## config.mk

```make
export PLATFORM = sky130hd
export DESIGN_NAME = arcade_input_mapper
export DESIGN_NICKNAME = d
export VERILOG_FILES = /design/src/rtl/arcade_input_mapper.sv
export SDC_FILE = /design/constraint.sdc
export NUM_CORES = 1
export LEC_CHECK = 0
export BUFFER_PORTS_ARGS = -buffer_cell sky130_fd_sc_hd__buf_4
export CELL_PAD_IN_SITES_DETAIL_PLACEMENT = 0
export CELL_PAD_IN_SITES_GLOBAL_PLACEMENT = 1
export CORE_UTILIZATION = 46
export DETAILED_ROUTE_END_ITERATION = 16
export PLACE_DENSITY = 0.94
export SYNTH_ARGS = -nofsm -noshare
export SYNTH_HDL_FRONTEND = slang
export SYNTH_SLANG_ARGS = --single-unit
export TNS_END_PERCENT = 50
```

## constraint.sdc

```tcl
create_clock -name clk_sys -period 7.8 [get_ports clk_sys]
set_clock_uncertainty 0.2 [all_clocks]
set_input_delay 0.39 -clock clk_sys [delete_from_list [all_inputs] [get_ports clk_sys]]
set_output_delay 0.39 -clock clk_sys [all_outputs]
set_load 0.02 [all_outputs]
```

## src/rtl/arcade_input_mapper.sv

```systemverilog
// arcade_input_mapper
//   Player-input front end for arcade cores. Decodes ps2_key toggle events into per-player key
//   state, ORs it with the hps_io joysticks, resolves opposing directions, stretches coins to a
//   fixed pulse and optionally swaps coin/start. All outputs are registered and active-low.
//
// Ports
//   clk_sys  : system clock
//   reset    : asynchronous, active-high reset
//   ps2_key  : {toggle, pressed, ext, scancode[7:0]}
//   joy      : 16 bits per player, [0] right [1] left [2] down [3] up [4] coin [5] start
//   swap_cs  : 1 = coin signal drives start_n, start signal drives coin_n
//   dir_n    : per player {up, down, left, right}, active-low
//   coin_n   : per player stretched coin, active-low
//   start_n  : per player start, active-low
module arcade_input_mapper #(
  parameter int unsigned PLAYERS      = 2,
  parameter int unsigned COIN_PULSE   = 120000,
  parameter bit          SOCD_NEUTRAL = 1'b1
) (
  input  logic                  clk_sys,
  input  logic                  reset,
  input  logic [10:0]           ps2_key,
  input  logic [16*PLAYERS-1:0] joy,
  input  logic                  swap_cs,
  output logic [4*PLAYERS-1:0]  dir_n,
  output logic [PLAYERS-1:0]    coin_n,
  output logic [PLAYERS-1:0]    start_n
);

  localparam int unsigned     CntW    = $clog2(COIN_PULSE + 1);
  localparam logic [CntW-1:0] CntLoad = CntW'(COIN_PULSE);

  // Bit positions shared by key state and joystick words.
  localparam int unsigned BitRight = 0;
  localparam int unsigned BitLeft  = 1;
  localparam int unsigned BitDown  = 2;
  localparam int unsigned BitUp    = 3;
  localparam int unsigned BitCoin  = 4;
  localparam int unsigned BitStart = 5;

  function automatic logic [7:0] start_code(input int unsigned p);
    case (p)
      0:       return 8'h16;
      1:       return 8'h1E;
      2:       return 8'h26;
      default: return 8'h25;
    endcase
  endfunction

  function automatic logic [7:0] coin_code(input int unsigned p);
    case (p)
      0:       return 8'h2E;
      1:       return 8'h36;
      2:       return 8'h3D;
      default: return 8'h3E;
    endcase
  endfunction

  logic                           toggle_q;
  logic                           primed_q;
  logic [PLAYERS-1:0][5:0]        key_q, key_d;
  logic [PLAYERS-1:0]             prev_coin_q, prev_coin_d;
  logic [PLAYERS-1:0][CntW-1:0]   cnt_q, cnt_d;
  logic [4*PLAYERS-1:0]           dir_n_d;
  logic [PLAYERS-1:0]             coin_n_d, start_n_d;

  logic       key_event;
  logic       key_pressed;
  logic       key_ext;
  logic [7:0] key_code;

  assign key_pressed = ps2_key[9];
  assign key_ext     = ps2_key[8];
  assign key_code    = ps2_key[7:0];
  // The first clock after reset only captures the toggle, so a high toggle at reset is no event.
  assign key_event   = primed_q && (ps2_key[10] != toggle_q);

  always_comb begin
    key_d = key_q;
    if (key_event) begin
      for (int unsigned p = 0; p < PLAYERS; p++) begin
        // Arrow keys ignore the extended prefix.
        if (p == 0) begin
          case (key_code)
            8'h75:   key_d[p][BitUp]    = key_pressed;
            8'h72:   key_d[p][BitDown]  = key_pressed;
            8'h6B:   key_d[p][BitLeft]  = key_pressed;
            8'h74:   key_d[p][BitRight] = key_pressed;
            default: ;
          endcase
        end
        if (!key_ext) begin
          if (p == 1) begin
            case (key_code)
              8'h2D:   key_d[p][BitUp]    = key_pressed;
              8'h2B:   key_d[p][BitDown]  = key_pressed;
              8'h23:   key_d[p][BitLeft]  = key_pressed;
              8'h34:   key_d[p][BitRight] = key_pressed;
              default: ;
            endcase
          end
          if (key_code == start_code(p)) key_d[p][BitStart] = key_pressed;
          if (key_code == coin_code(p))  key_d[p][BitCoin]  = key_pressed;
        end
      end
    end
  end

  always_comb begin
    logic [5:0] raw;
    logic       up, down, left, right, coin_act;
    raw         = '0;
    up          = 1'b0;
    down        = 1'b0;
    left        = 1'b0;
    right       = 1'b0;
    coin_act    = 1'b0;
    cnt_d       = cnt_q;
    prev_coin_d = prev_coin_q;
    dir_n_d     = '1;
    coin_n_d    = '1;
    start_n_d   = '1;
    for (int unsigned p = 0; p < PLAYERS; p++) begin
      raw   = key_q[p] | joy[16*p +: 6];
      up    = raw[BitUp];
      down  = raw[BitDown];
      left  = raw[BitLeft];
      right = raw[BitRight];
      if (SOCD_NEUTRAL && left && right) begin
        left  = 1'b0;
        right = 1'b0;
      end
      if (SOCD_NEUTRAL && up && down) begin
        up   = 1'b0;
        down = 1'b0;
      end
      dir_n_d[4*p +: 4] = ~{up, down, left, right};

      // Edges arriving mid-pulse are dropped; prev_coin reloads unconditionally so a coin held
      // through reset needs a release before it can fire again.
      if (cnt_q[p] != '0) begin
        cnt_d[p] = cnt_q[p] - 1'b1;
      end else if (primed_q && raw[BitCoin] && !prev_coin_q[p]) begin
        cnt_d[p] = CntLoad;
      end
      prev_coin_d[p] = raw[BitCoin];
      coin_act       = (cnt_d[p] != '0);

      coin_n_d[p]  = ~(swap_cs ? raw[BitStart] : coin_act);
      start_n_d[p] = ~(swap_cs ? coin_act : raw[BitStart]);
    end
  end

  // Joystick bits 15:6 carry nothing this block uses.
  logic unused_joy;
  always_comb begin
    unused_joy = 1'b0;
    for (int unsigned p = 0; p < PLAYERS; p++) unused_joy ^= ^joy[16*p+6 +: 10];
  end

  always_ff @(posedge clk_sys or posedge reset) begin
    if (reset) begin
      toggle_q    <= 1'b0;
      primed_q    <= 1'b0;
      key_q       <= '0;
      prev_coin_q <= '0;
      cnt_q       <= '0;
      dir_n       <= '1;
      coin_n      <= '1;
      start_n     <= '1;
    end else begin
      toggle_q    <= ps2_key[10];
      primed_q    <= 1'b1;
      key_q       <= key_d;
      prev_coin_q <= prev_coin_d;
      cnt_q       <= cnt_d;
      dir_n       <= dir_n_d;
      coin_n      <= coin_n_d;
      start_n     <= start_n_d;
    end
  end

endmodule

```

# [Word-level counts from Yosys, hierarchy flattened]
# Cells that the tools add are included.
[op_classes] addsub=2 eq_ne=13 mux=24 bitwise_logic=9 n_reduce_logical=27
[op_table] cell="$mux 17" n=4
[op_table] cell="$reduce_bool 17->1" n=4
[op_table] cell="$mux 8" n=8
[op_table] cell="$sub 17x1->17 const B" n=2
[op_table] cell="$eq 8x6->1 const B" n=4
[op_table] cell="$eq 8x7->1 const B" n=4
[op_table] cell="$eq 8x8->1" n=4
[op_table] cell="$reduce_and 3->1" n=8
[op_table] cell="$mux 1" n=12
[op_table] cell="$or 6x6->6" n=2
[op_table] cell="$logic_and 1x1->1" n=9
[op_table] cell="$not 4->4" n=2
[op_table] cell="$reduce_and 2->1" n=4
[op_table] cell="$not 1->1" n=5
[op_table] cell="$logic_not 1->1" n=2
[op_table] cell="$ne 1x1->1" n=1
[word_totals] regBits=62 output_inout_bits=12 wordCells=95

# [Depth between registers and ports, before layout]
[depth] depth_word=8 depth_mapped=10

# [Worst setup path before layout]
# Ideal clock, no wire load.
[synth_timing] path_type="flip-flop to flip-flop" start="reg cnt_q[2] (netlist bit)" end="reg coin_n[0]" setup_ns=0.069 arrival_ns=2.687 t_required_ns=7.531 slack_ns=4.845 stages_incl_launch_ff=8 path_buffers=0 path_cell_list="dfrtp_1 > or3_1 > or2_2 > or3_2 > mux2i_1 > or4_1 > or3_4 > o21ai_2"
[synth_lines] element="from (decl)" line_no="63" source="logic [PLAYERS-1:0][CntW-1:0] cnt_q, cnt_d;"
[synth_lines] element="from (signal assigned)" line_no="176" source="cnt_q <= cnt_d;"
[synth_lines] element="to (signal assigned)" line_no="178" source="coin_n <= coin_n_d;"
[synth_lines] element="to (decl)" line_no="26" source="output logic [PLAYERS-1:0] coin_n,"

# [Final worst setup path]
[layout_timing] start="reg cnt_q[21] (netlist bit)" end="reg start_n[1]"
[layout_between] elab_chain_len=5
[layout_lines] element="$sub 17x1->17 (tied with other cells)" line_no="142" source="cnt_d[p] = cnt_q[p] - 1'b1;"
[layout_lines] element="$mux 17 (*)" line_no="141" source="if (cnt_q[p] != '0) begin"
[layout_lines] element="$reduce_bool 17->1 (*)" line_no="147" source="coin_act = (cnt_d[p] != '0);"
[layout_lines] element="$mux 1 (*)" line_no="150" source="start_n_d[p] = ~(swap_cs ? coin_act : raw[BitStart]);"
[layout_lines] element="$not 1->1 (*)" line_no="150"
[layout_lines] element="named net start_n_d[1]" line_no="65" source="logic [PLAYERS-1:0] coin_n_d, start_n_d;"
[layout_lines] element="to (signal assigned)" line_no="179" source="start_n <= start_n_d;"
[layout_lines] element="to (decl)" line_no="27" source="output logic [PLAYERS-1:0] start_n"
# The timed path passes the listed nets; every way through them passes the cells marked *.
# A chain may end at the register's enable or synchronous reset.

==> flow_summary.toml <==
[cts]
clk_pin_slew_ns = 0.07
clk_latency_ns = 0.34
ctsLongestPathBuffers = 2
post_cts_resized = 0
clockRootBuffer = "clkbuf_8"
tritoncts = "yes"
clkSinkCount = 62
cts_made_buffers = 9
h-tree-depth = 3

[floorplan]
dieWidth_um = 85.66
start_util_pct = 47.38
die_area_sq_mm = 0.007337
fp.dieH_um = 85.66
core_sq_mm = 0.006794
ioPinCount = 58
fp-row-count = 30

[logic_synthesis]
synth_top_cell_by_area = "dfrtp_1"
synth_edf_count = 0
synth_top_area_share_pct = 38.87
syn_area_sq_mm = 0.003219
synthAdderAreaFrac_pct = 1.555
synth_mux_area_share_pct = 4.508
netlist-cell-type-count = 49
synth-compound-area-share_pct = 12.63
synth_simple_gate_area_share_pct = 26.82
synth_cells = 335
async_flop_share_pct = 100.0
yosysWarnings = 0
syn-num-nets = 385
synth-xor-area-share_pct = 3.265
synth_top_family_by_area = "simple AND/OR/NAND/NOR gates"
synth-seq-area-share_pct = 48.66
syn_area_per_cell_sq_um = 9.610
synth_area_leaders = "dfrtp_1 39%, dfstp_2 9.8%, mux2_2 4.2%"
synthFlopType = "dfrtp_1"
ys_ff_latch = 62

[global_route]
grt_pass1_vias = 2579
grt_overflow_total = 0
antenna_found_initial = 0
grt_max_degree = 63
grt_pass1_wl_um = 11870
grt_use_total_pct = 20.78

[hold_path]
hp-class = "in -> reg"

[sta]
fmax_mhz = 304.9
min_period_over_period_pct = 42.04
fin_tns_setup_ns = 0
final.min_clock_period_ns = 3.279
final_max_slew_viol_count = 0
rsz0062_at_grt = "false"
finalSetupViolations = 0
setup_ws_ns = 4.521
hold_viol = 0
worst_pin_slew_ns = 0.7712
slew_headroom_pct = 48.59

[placement]
place_hpwl_um = 5271
placed_area_sq_mm = 0.003598
routabilityCongestion = 0.9043
port_buffers = 37
dpl_worst_slack_ns = 4.604

[final_layout]
nNetsFinal = 432
antennaDiodeCount = 0
postLayoutCellArea_sq_mm = 0.003857
utilization_pct = 56.78
regArea_sq_mm = 0.001567
multiInputGateArea_sq_mm = 0.001574
area_delta_synth_final_pct = 19.82
drive_above_1_share_pct = 23.51
num-fill-cells = 600

[critical_path]
reg2reg_slack_ns = 4.52
r2r_start = "cnt_q[21]"
endpoint_kind = "flip-flop"
crit_start = "cnt_q[21]"
startpoint_type = "flip-flop"
required_ns = 7.85
arrival_ns = 3.33
r2r-end = "start_n[1]"
worstSetupPathType = "reg -> reg"
rr_worst_depth = 7
path_max_fanout = 8
endpoint = "start_n[1]"

[detailed_routing]
firstDrtPassIters = 4
first_iter_violations = 196
remaining_drc_errors = 0
wl_um = 7212
vias = 2728
wl_per_cell_um = 14.93
viasPerCell = 5.648
postRouteAntennaNets = 0

[status]
outcome = "completed"

[run]
cap_violations = 0

[power]
finalPower_w = 0.0008692
leakage_nw = 1.656
ir_worst_vdd_v = 0.00009306
power.density_mw_per_mm2 = 225.3
worst min-delay path by stage:
stage	start	to	slack, ns	depth (start not counted)
2_1_floorplan	key_q[7]	dir_n[5]	0.20	1
3_3_place_gp	key_q[8]	dir_n[6]	0.21	1
3_5_place_dp	key_q[7]	dir_n[5]	0.23	1
4_1_cts	swap_cs	coin_n[0]	0.01	2
5_1_grt	swap_cs	coin_n[0]	0.02	2
6_report	swap_cs	coin_n[0]	0.03	2
sequential cells by signal (all words and copies together), names as in the netlist:
signal	cells
start_n	2
dir_n	8
coin_n	2
toggle_q	1
prev_coin_q	2
primed_q	1
key_q	12
cnt_q	34
final cells by class:
type,instances,area share (%)
clock buffer,10,3.568
inverter,14,1.362
clock inverter,6,1.849
sequential,62,40.61
tap,96,3.114
multi-input combinational,252,40.80
timing repair buffer,43,8.693
metrics by stage:
step	instances	hold slack, ns
after floorplan	335	0.2012
after global placement	462	0.2121
after detailed placement	462	0.2299
after CTS	483	0.01230
after global routing	483	0.02297
final	483	0.03025
synth_stat cells, types with 4 or more instances:
master	n
mux2_2	12
nand2_1	27
inv_1	14
nor2_1	31
or4_1	6
xnor2_1	6
a21oi_1	14
nor3_1	16
or3_1	10
o21ai_0	22
nor3b_1	7
clkbuf_1	7
nor4_1	19
ha_1	4
nand2b_1	5
dfrtp_1	50
nor4b_1	4
nand4_1	5
or2_2	4
a31oi_1	4
nand3_1	10
dfstp_2	12
xor2_1	6
cell families (layout without fill, tap and decap cells):
family                   after synthesis  after routing
XOR/XNOR                              12             12
multiplexers                          13             13
flip-flops                            62             62
adder cells (fa/ha/maj)                4              4
buffers and inverters                 21             73
AND/OR/NAND/NOR                      157            157
AO/OA/AOI/OAI                         65             65
other                                  1              1
power breakdown:
group          internal [W]  switching, W  total, W
registers          0.000364     0.0000574  0.000421
clock network      0.000158      0.000134  0.000292
logic             0.0000699     0.0000862  0.000156
per-layer routing:
| layer | share of wire (%) | wire, um | track usage [%] | vias to the layer above |
|---|---|---|---|---|
| met5 | 0 | 0 | 0 | - |
| met4 | 2.0 | 141 | 9.848 | 0 |
| met3 | 2.9 | 207 | 4.331 | 15 |
| met2 | 50 | 3590 | 33.60 | 56 |
| met1 | 45 | 3273 | 26.80 | 1322 |
| li1 | - | - | - | 1335 |
timing repair:
action | in CTS | in global routing
hold endpoints to repair | 5 | 0
hold buffers | 5 | 0
buffers inserted | 0 | 0
layout by cell type (no fill, tap or decap), types with 3 or more instances in the layout:
| cell | instances |
|---|---|
| a21oi_1 | 14 |
| or3_1 | 10 |
| mux2_2 | 12 |
| nor2_1 | 31 |
| ha_1 | 4 |
| xnor2_1 | 6 |
| dfrtp_1 | 50 |
| clkbuf_8 | 10 |
| inv_1 | 13 |
| clkinv_4 | 3 |
| a31oi_1 | 4 |
| xor2_1 | 6 |
| or4_1 | 6 |
| and3_1 | 3 |
| nand2_1 | 27 |
| or2_2 | 4 |
| dlygate4sd3_1 | 5 |
| nor4b_1 | 4 |
| nor3_1 | 16 |
| nand4_1 | 5 |
| o31ai_1 | 3 |
| dfstp_2 | 12 |
| o21ai_0 | 22 |
| nand3_1 | 10 |
| a211oi_1 | 3 |
| o2111ai_1 | 3 |
| buf_4 | 38 |
| nand2b_1 | 5 |
| nor4_1 | 19 |
| nor3b_1 | 7 |
critical path, cell delays in order, from the launching register on:
cell,delay (ns)
dfrtp_1,0.46
nor4_2,0.59
nand4_1,0.41
nor3_1,0.60
o2bb2ai_1,0.18
nor4b_1,0.34
nand4b_1,0.18
o21ai_0,0.23
No activity file was read; power rests on OpenSTA's default activity.
